`config.mk`:
```
export PLATFORM = sky130hd
export DESIGN_NAME = round_ctrl_flat
export DESIGN_NICKNAME = d
export VERILOG_FILES = /design/src/rtl/round_pkg.sv /design/src/rtl/round_ctrl_if.sv /design/src/rtl/round_ctrl_key_debounce.sv /design/src/rtl/round_ctrl.sv /design/src/flat_wrapper.sv
export SDC_FILE = /design/constraint.sdc
export NUM_CORES = 1
export LEC_CHECK = 0
export BUFFER_PORTS_ARGS = -buffer_cell sky130_fd_sc_hd__buf_2
export CORE_ASPECT_RATIO = 0.5
export CORE_UTILIZATION = 40
export CTS_BUF_LIST = sky130_fd_sc_hd__clkbuf_4
export DETAILED_ROUTE_END_ITERATION = 7
export GPL_TIMING_DRIVEN = 0
export SYNTH_ARGS = -nofsm -noshare
export SYNTH_HDL_FRONTEND = slang
export SYNTH_SLANG_ARGS = --single-unit
```
`constraint.sdc`:
```
create_clock -name clk -period 4.7 [get_ports clk]
set_clock_uncertainty 0.05 [all_clocks]
set_input_delay 0.235 -clock clk [delete_from_list [all_inputs] [get_ports clk]]
set_output_delay 0.235 -clock clk [all_outputs]
set_load 0.05 [all_outputs]
```
`src/rtl/round_pkg.sv`:
```
// Shared types and width helpers for the round controller.
package round_pkg;

  typedef enum logic [2:0] {
    IDLE,
    ARMED,
    WAIT_KEY,
    JUDGE,
    RESULT,
    OVER
  } round_state_t;

  localparam int unsigned DEF_TICK_DIV     = 50_000_000;
  localparam int unsigned DEF_TIME_LIMIT   = 10;
  localparam int unsigned DEF_DEBOUNCE_CYC = 1_000_000;
  localparam int unsigned DEF_LIVES        = 3;

  // Bits needed to hold 0..max_val, never less than one.
  function automatic int unsigned width_for(input int unsigned max_val);
    return (max_val == 0) ? 1 : $clog2(max_val + 1);
  endfunction

endpackage

```
`src/rtl/round_ctrl_if.sv`:
```
// Strobe/result handshake between the round controller and the judge.
interface round_ctrl_if;
  logic judge_same;
  logic judge_diff;
  logic judge_win;
  logic judge_lose;

  modport master (output judge_same, judge_diff, input judge_win, judge_lose);
  modport slave  (input judge_same, judge_diff, output judge_win, judge_lose);
endinterface

```
`src/rtl/round_ctrl_key_debounce.sv`:
```
// One push-button: 2-FF synchroniser, stability counter, press pulse on 1->0.
module key_debounce
  import round_pkg::*;
#(
  parameter int unsigned DEBOUNCE_CYC = 1_000_000
) (
  input  logic clk,
  input  logic rst_n,
  input  logic key_n_i,
  output logic level_o,
  output logic press_o
);
  localparam int unsigned CNT_W = width_for(DEBOUNCE_CYC);
  localparam logic [CNT_W-1:0] CNT_LAST = CNT_W'(DEBOUNCE_CYC - 1);

  logic             sync1_q, sync2_q;
  logic             level_q, level_d;
  logic             press_q, press_d;
  logic [CNT_W-1:0] cnt_q, cnt_d;

  // The counter only advances while the synchronised sample disagrees with the accepted level.
  always_comb begin
    level_d = level_q;
    press_d = 1'b0;
    cnt_d   = '0;
    if (sync2_q != level_q) begin
      if (cnt_q == CNT_LAST) begin
        level_d = sync2_q;
        press_d = ~sync2_q;
      end else begin
        cnt_d = cnt_q + 1'b1;
      end
    end
  end

  always_ff @(posedge clk or negedge rst_n) begin
    if (!rst_n) begin
      sync1_q <= 1'b1;
      sync2_q <= 1'b1;
      level_q <= 1'b1;
      press_q <= 1'b0;
      cnt_q   <= '0;
    end else begin
      sync1_q <= key_n_i;
      sync2_q <= sync1_q;
      level_q <= level_d;
      press_q <= press_d;
      cnt_q   <= cnt_d;
    end
  end

  assign level_o = level_q;
  assign press_o = press_q;

endmodule

```
`src/rtl/round_ctrl.sv`:
```
// Game-round sequencer: key conditioning, countdown, one judge strobe, score and lives.
module round_ctrl
  import round_pkg::*;
#(
  parameter int unsigned TICK_DIV     = 50_000_000,
  parameter int unsigned TIME_LIMIT   = 10,
  parameter int unsigned DEBOUNCE_CYC = 1_000_000,
  parameter int unsigned LIVES        = 3,
  parameter int unsigned SCORE_W      = 8
) (
  input  logic                             clk,
  input  logic                             rst_n,
  input  logic                             key_same_n,
  input  logic                             key_diff_n,
  input  logic                             new_game,
  input  logic                             round_start,
  round_ctrl_if.master                     jdg,
  output logic                             round_done,
  output logic                             round_won,
  output logic                             timeout,
  output logic [width_for(TIME_LIMIT)-1:0] time_left,
  output logic [SCORE_W-1:0]               score,
  output logic [width_for(LIVES)-1:0]      lives,
  output logic                             busy,
  output logic                             game_over
);
  localparam int unsigned TL_W   = width_for(TIME_LIMIT);
  localparam int unsigned LV_W   = width_for(LIVES);
  localparam int unsigned TICK_W = width_for(TICK_DIV - 1);
  localparam logic [TICK_W-1:0] TICK_LAST = TICK_W'(TICK_DIV - 1);

  // Index 0 is the "same" key, index 1 the "diff" key.
  logic [1:0] key_n, key_level, key_press;
  assign key_n = {key_diff_n, key_same_n};

  for (genvar gi = 0; gi < 2; gi++) begin : g_key
    key_debounce #(.DEBOUNCE_CYC(DEBOUNCE_CYC)) u_db (
      .clk     (clk),
      .rst_n   (rst_n),
      .key_n_i (key_n[gi]),
      .level_o (key_level[gi]),
      .press_o (key_press[gi])
    );
  end

  round_state_t      st_q, st_d;
  logic [TICK_W-1:0] tick_q, tick_d;
  logic [TL_W-1:0]   time_left_q, time_left_d;
  logic [SCORE_W-1:0] score_q, score_d, score_inc;
  logic [LV_W-1:0]   lives_q, lives_d, lives_dec;
  logic              won_q, won_d, timeout_q, timeout_d;
  logic              jsame_q, jsame_d, jdiff_q, jdiff_d;
  logic              expired, judge_ok;

  assign score_inc = (&score_q) ? score_q : score_q + 1'b1;
  assign lives_dec = (lives_q != '0) ? lives_q - 1'b1 : lives_q;
  assign expired   = (time_left_q == '0);
  // A contradictory judge answer (win and lose together) counts against the player.
  assign judge_ok  = jdg.judge_win & ~jdg.judge_lose;

  always_comb begin
    st_d        = st_q;
    tick_d      = tick_q;
    time_left_d = time_left_q;
    score_d     = score_q;
    lives_d     = lives_q;
    won_d       = won_q;
    timeout_d   = timeout_q;
    jsame_d     = 1'b0;
    jdiff_d     = 1'b0;

    if (st_q == ARMED || st_q == WAIT_KEY) begin
      if (tick_q == TICK_LAST) begin
        tick_d = '0;
        if (!expired) time_left_d = time_left_q - 1'b1;
      end else begin
        tick_d = tick_q + 1'b1;
      end
    end

    unique case (st_q)
      IDLE: if (round_start) begin
        st_d        = ARMED;
        time_left_d = TL_W'(TIME_LIMIT);
        tick_d      = '0;
        won_d       = 1'b0;
        timeout_d   = 1'b0;
      end
      ARMED, WAIT_KEY: begin
        if (st_q == WAIT_KEY && (|key_press)) begin
          st_d    = JUDGE;
          jsame_d = key_press[0];
          jdiff_d = key_press[1];
        end else if (expired) begin
          st_d      = RESULT;
          timeout_d = 1'b1;
          won_d     = 1'b0;
          lives_d   = lives_dec;
        end else if (st_q == ARMED && (&key_level)) begin
          st_d = WAIT_KEY;
        end
      end
      JUDGE: begin
        st_d = RESULT;
        if (judge_ok) begin
          won_d   = 1'b1;
          score_d = score_inc;
        end else begin
          lives_d = lives_dec;
        end
      end
      RESULT:  st_d = (lives_q == '0) ? OVER : IDLE;
      OVER:    st_d = OVER;
      default: st_d = IDLE;
    endcase

    if (new_game) begin
      st_d        = IDLE;
      tick_d      = '0;
      time_left_d = '0;
      score_d     = '0;
      lives_d     = LV_W'(LIVES);
      won_d       = 1'b0;
      timeout_d   = 1'b0;
      jsame_d     = 1'b0;
      jdiff_d     = 1'b0;
    end
  end

  always_ff @(posedge clk or negedge rst_n) begin
    if (!rst_n) begin
      st_q        <= IDLE;
      tick_q      <= '0;
      time_left_q <= '0;
      score_q     <= '0;
      lives_q     <= LV_W'(LIVES);
      won_q       <= 1'b0;
      timeout_q   <= 1'b0;
      jsame_q     <= 1'b0;
      jdiff_q     <= 1'b0;
    end else begin
      st_q        <= st_d;
      tick_q      <= tick_d;
      time_left_q <= time_left_d;
      score_q     <= score_d;
      lives_q     <= lives_d;
      won_q       <= won_d;
      timeout_q   <= timeout_d;
      jsame_q     <= jsame_d;
      jdiff_q     <= jdiff_d;
    end
  end

  assign jdg.judge_same = jsame_q;
  assign jdg.judge_diff = jdiff_q;
  assign round_done     = (st_q == RESULT);
  assign round_won      = won_q;
  assign timeout        = timeout_q;
  assign time_left      = time_left_q;
  assign score          = score_q;
  assign lives          = lives_q;
  assign busy           = (st_q == ARMED) || (st_q == WAIT_KEY) || (st_q == JUDGE) || (st_q == RESULT);
  assign game_over      = (st_q == OVER);

endmodule

```
`src/flat_wrapper.sv`:
```
// flat-port wrapper written by rule: the top's interface ports become plain ports
module round_ctrl_flat import round_pkg::*;
#(
  parameter int unsigned TICK_DIV     = 50_000_000,
  parameter int unsigned TIME_LIMIT   = 10,
  parameter int unsigned DEBOUNCE_CYC = 1_000_000,
  parameter int unsigned LIVES        = 3,
  parameter int unsigned SCORE_W      = 8
)
  (clk, rst_n, key_same_n, key_diff_n, new_game, round_start, round_done, round_won, timeout, time_left, score, lives, busy, game_over, jdg_judge_same, jdg_judge_diff, jdg_judge_win, jdg_judge_lose);
  round_ctrl_if jdg_i ();
  input  logic clk;
  input  logic rst_n;
  input  logic key_same_n;
  input  logic key_diff_n;
  input  logic new_game;
  input  logic round_start;
  output logic round_done;
  output logic round_won;
  output logic timeout;
  output logic [width_for(TIME_LIMIT)-1:0] time_left;
  output logic [SCORE_W-1:0] score;
  output logic [width_for(LIVES)-1:0] lives;
  output logic busy;
  output logic game_over;
  output wire logic [$bits(jdg_i.judge_same)-1:0] jdg_judge_same;
  output wire logic [$bits(jdg_i.judge_diff)-1:0] jdg_judge_diff;
  input wire logic [$bits(jdg_i.judge_win)-1:0] jdg_judge_win;
  input wire logic [$bits(jdg_i.judge_lose)-1:0] jdg_judge_lose;
  assign jdg_judge_same = jdg_i.judge_same;
  assign jdg_judge_diff = jdg_i.judge_diff;
  assign jdg_i.judge_win = jdg_judge_win;
  assign jdg_i.judge_lose = jdg_judge_lose;
  round_ctrl #(.TICK_DIV(TICK_DIV), .TIME_LIMIT(TIME_LIMIT), .DEBOUNCE_CYC(DEBOUNCE_CYC), .LIVES(LIVES), .SCORE_W(SCORE_W)) u_core (.clk(clk), .rst_n(rst_n), .key_same_n(key_same_n), .key_diff_n(key_diff_n), .new_game(new_game), .round_start(round_start), .jdg(jdg_i), .round_done(round_done), .round_won(round_won), .timeout(timeout), .time_left(time_left), .score(score), .lives(lives), .busy(busy), .game_over(game_over));
endmodule
```
==> run_results.csv <==
group,metric,value,unit
outcome,status,"finished, final reports clean",
cells_and_area,fin_util,0.470,
cells_and_area,num-nets-final,552,
critical_path,worstPathMaxFanout,10,
floorplanning,die_x,157,um
global_routing,grt_pass1_wl,16000,um
power,power.leakage,2.26,nW
clocking,cts_setup_buffers,0,
drt,drt_first_iter_violations,181,
power,ir_drop,0.141,mV
drt,ant_nets,0,
clocking,clockBufferDepth,2,
drt,drc,0,
clocking,clk_pin_slew,0.14,ns
yosys,synth-seq-area-share,0.499,
yosys,yosys.area_share.simple,0.261,
yosys,muxShareOfSynthArea,0.0113,
floorplanning,core.rowCount,27,
drt,avgViaCountPerCell,5.08,
global_routing,antenna_found_initial,0,
power,p_comb_frac,0.237,
yosys,synth_seq_cells,95,
clocking,cts_root_buffer,"clkbuf_4",
sta,drv_slew,0,
sta,holdWs,0.109,ns
yosys,ys.flop_type,"dfrtp_1",
critical_path,critPathLaunchType,"flop",
clocking,htree_num_levels,3,
critical_path,max_stage_delay,0.42,ns
cells_and_area,area_growth_syn_to_layout,11.3,%
sta,setup_ws,2.23,ns
power,intPower,1.15,mW
cells_and_area,drive_above_1_share,0.120,
placed_design,gp_congestion,0.778,
power,clkPwrFrac,0.254,
floorplanning,dieArea,0.0124,mm2
drt,drtPass1Iterations,4,
cells_and_area,ff_latch_area,0.00239,mm2
sta,worst_pin_slew,0.634,ns
sta,final.setup.tns,0,ns
critical_path,crit_path_end_kind,"flop",
job,maxCapViolCount,0,
yosys,yosysUniqueCellTypes,52,
yosys,avgSynthCellArea,9.66,um2
cells_and_area,multi_input_area,0.00227,mm2
power,p_sw,0.592,mW
critical_path,slowest_stage,"dfrtp_1",
sta,hold_violations,0,
critical_path,cp.depth,7,
yosys,synth-edff-count,0,
floorplanning,core_area,0.0113,mm2
sta,post-route-period-util,0.526,
critical_path,critPathRequiredTime,4.97,ns
global_routing,grt_pass1_vias,3332,
min_path,min_path_cells,4,
yosys,yosys_warnings,0,
critical_path,arrival,2.74,ns
critical_path,path_cells,"and3_1, and3_1, clkbuf_1, nand4_1, nand2_1, clkbuf_1, nor2_1",
clocking,cts.sinks,95,
drt,vias,3568,
sta,maxSlewHeadroom,0.576,
global_routing,track_usage,0.165,
global_routing,grt_max_degree,65,
critical_path,r2r_cells,7,
cells_and_area,nFillCells,1087,
power,p_sw_frac,0.339,
critical_path,cp_top_family,"simple AND/OR/NAND/NOR gates",
yosys,synth_top_family_by_area,"simple AND/OR/NAND/NOR gates",
drt,drt-total-wl,9300,um
floorplanning,die-height,79.3,um
global_routing,grt_remaining_overflow,0,
floorplanning,start_util,0.422,
yosys,synth-xor-area-share,0.132,
yosys,synth-compound-area-share,0.0547,
drt,wl_per_cell,13.2,um
critical_path,critPathBufInv,2,
sta,period_needed,2.47,ns
clocking,cts_tree,"built",
placed_design,pre_cts_ws,2.20,ns
critical_path,crit_type,"reg -> reg",
power,power_density,328,mW/mm2
clocking,clock_latency,0.44,ns
yosys,synth_cells,495,
yosys,ys_async_sr_fraction,1.00,
floorplanning,ios,29,
sta,timing.fmax,404,MHz
min_path,min_path_type,"in -> reg",
placed_design,dp_hpwl,6500,um
placed_design,io_buffers,28,
power,p_seq_frac,0.508,
sta,rsz0062_at_grt,"false",
yosys,syn_area,0.00478,mm2
sta,setup_viol,0,
yosys,synth_fa_ha_area_frac,0.0157,
yosys,syn_nets,509,
cells_and_area,antennaDiodeCount,0,
clocking,cts_made_buffers,9,
==> tightest hold or removal path, cell delays in order <==
cell,delay [ns]
buf_2,0.15
nor2_1,0.09
nand2_1,0.06
a21oi_1,0.04
==> metrics by stage <==
step	total power [mW]	cell area, um2	cells
6_report	1.74	5320	702
5_1_grt	1.85	5320	702
4_1_cts	1.77	5320	702
3_5_place_dp	1.32	5150	683
3_3_place_gp	1.31	5120	682
2_1_floorplan	1.21	4780	495
==> power groups by stage <==
stage	logic, mW	registers (mW)	clock network (mW)
4_1_cts	0.419	0.887	0.465
6_report	0.413	0.887	0.444
3_5_place_dp	0.415	0.903	0
3_3_place_gp	0.409	0.901	0
5_1_grt	0.458	0.894	0.499
2_1_floorplan	0.254	0.954	0
==> synthesized netlist by cell type, drive strengths merged, types with 2 or more instances <==
cell type  instances  area [um2]
a2111oi            3        26.3
mux2i              2        20.0
nor3b              3        22.5
a21oi             13        65.1
or4b               2        23.8
a31oi              3        18.8
nor4b              2        17.5
and4b              2        20.0
and2               4        25.0
nand3             25         130
nand4             20         125
nor4              14         103
xnor2             42         368
mux2               3        33.8
or4                2        15.0
nor2              84         315
xor2              29         262
dfstp              8         210
clkbuf            13        48.8
ha                 6        75.1
and4               4        35.0
inv               18        67.6
nand2             36         135
nand3b             2        15.0
nand2b             2        12.5
or3                5        31.3
o211ai             2        15.0
and3              17         106
nor3              17        85.1
dfrtp             87        2180
o21ai              8        40.0
==> per-layer routing <==
| metal | share of wire | global-route usage | routed length, um |
|---|---|---|---|
| met4 | 0.0077 | 0.0471 | 72 |
| met1 | 0.52 | 0.225 | 4810 |
| met2 | 0.45 | 0.260 | 4150 |
| met3 | 0.028 | 0.0398 | 260 |
| met5 | 0 | 0 | 0 |
==> what timing repair did <==
action | in CTS | in global routing
hold buffers | 3 | 0
endpoints found under the hold margin | 33 | 0
gates resized for setup | 0 | 0
setup endpoints to repair | 0 | 0
==> sequential cells by signal (all words and copies together), names as in the netlist, 2 cells and up <==
register / cells
u_core.g_key.u_db.cnt_q: 40
u_core.g_key.u_db.level_o: 2
u_core.g_key.u_db.press_o: 2
u_core.g_key.u_db.sync1_q: 2
u_core.g_key.u_db.sync2_q: 2
u_core.lives: 2
u_core.score: 8
u_core.st_q: 3
u_core.tick_q: 26
u_core.time_left: 4
==> final timing paths <==
kind                                                from  slack [ns]                        endpoint
min reg2reg                 u_core.g_key[0].u_db.sync1_q        0.32    u_core.g_key[0].u_db.sync2_q
max in group asynchronous                          rst_n        3.71    u_core.g_key[1].u_db.level_o
min                                             new_game        0.11               u_core.tick_q[12]
max                        u_core.g_key[1].u_db.cnt_q[2]        2.23  u_core.g_key[1].u_db.cnt_q[12]
max reg2reg                u_core.g_key[1].u_db.cnt_q[2]        2.23  u_core.g_key[1].u_db.cnt_q[12]
min in group asynchronous                          rst_n        0.20   u_core.g_key[0].u_db.cnt_q[8]
==> layout make-up <==
| cell class | instances | area share |
|---|---|---|
| Buffer | 14 | 0.0101 |
| Clock buffer | 11 | 0.0155 |
| Clock inverter | 5 | 0.0111 |
| Inverter | 19 | 0.0134 |
| Multi-Input combinational cell | 367 | 0.426 |
| Sequential cell | 95 | 0.449 |
| Tap cell | 159 | 0.0374 |
| Timing Repair Buffer | 32 | 0.0376 |
==> cell families (layout without fill, tap and decap cells) <==
kind of cell               count (synthesis)  in the layout
xor gates and xnor gates                  71             71
adders and majority gates                  6              6
muxes                                      5              5
DFF                                       95             95
and+or+nand+nor                          245            245
AOI/OAI and AO/OA                         40             40
buffers and inverters                     33             81
==> layout by cell type (no fill, tap or decap), drive strengths merged, types with 14 or more instances in the layout <==
| master | instances |
|---|---|
| xnor2 | 42 |
| nor4 | 14 |
| clkbuf | 24 |
| dfrtp | 87 |
| nand2 | 36 |
| xor2 | 29 |
| inv | 18 |
| nand3 | 25 |
| nor2 | 84 |
| buf | 30 |
| and3 | 17 |
| nor3 | 17 |
| nand4 | 20 |
(Power assumes the default switching activity.)
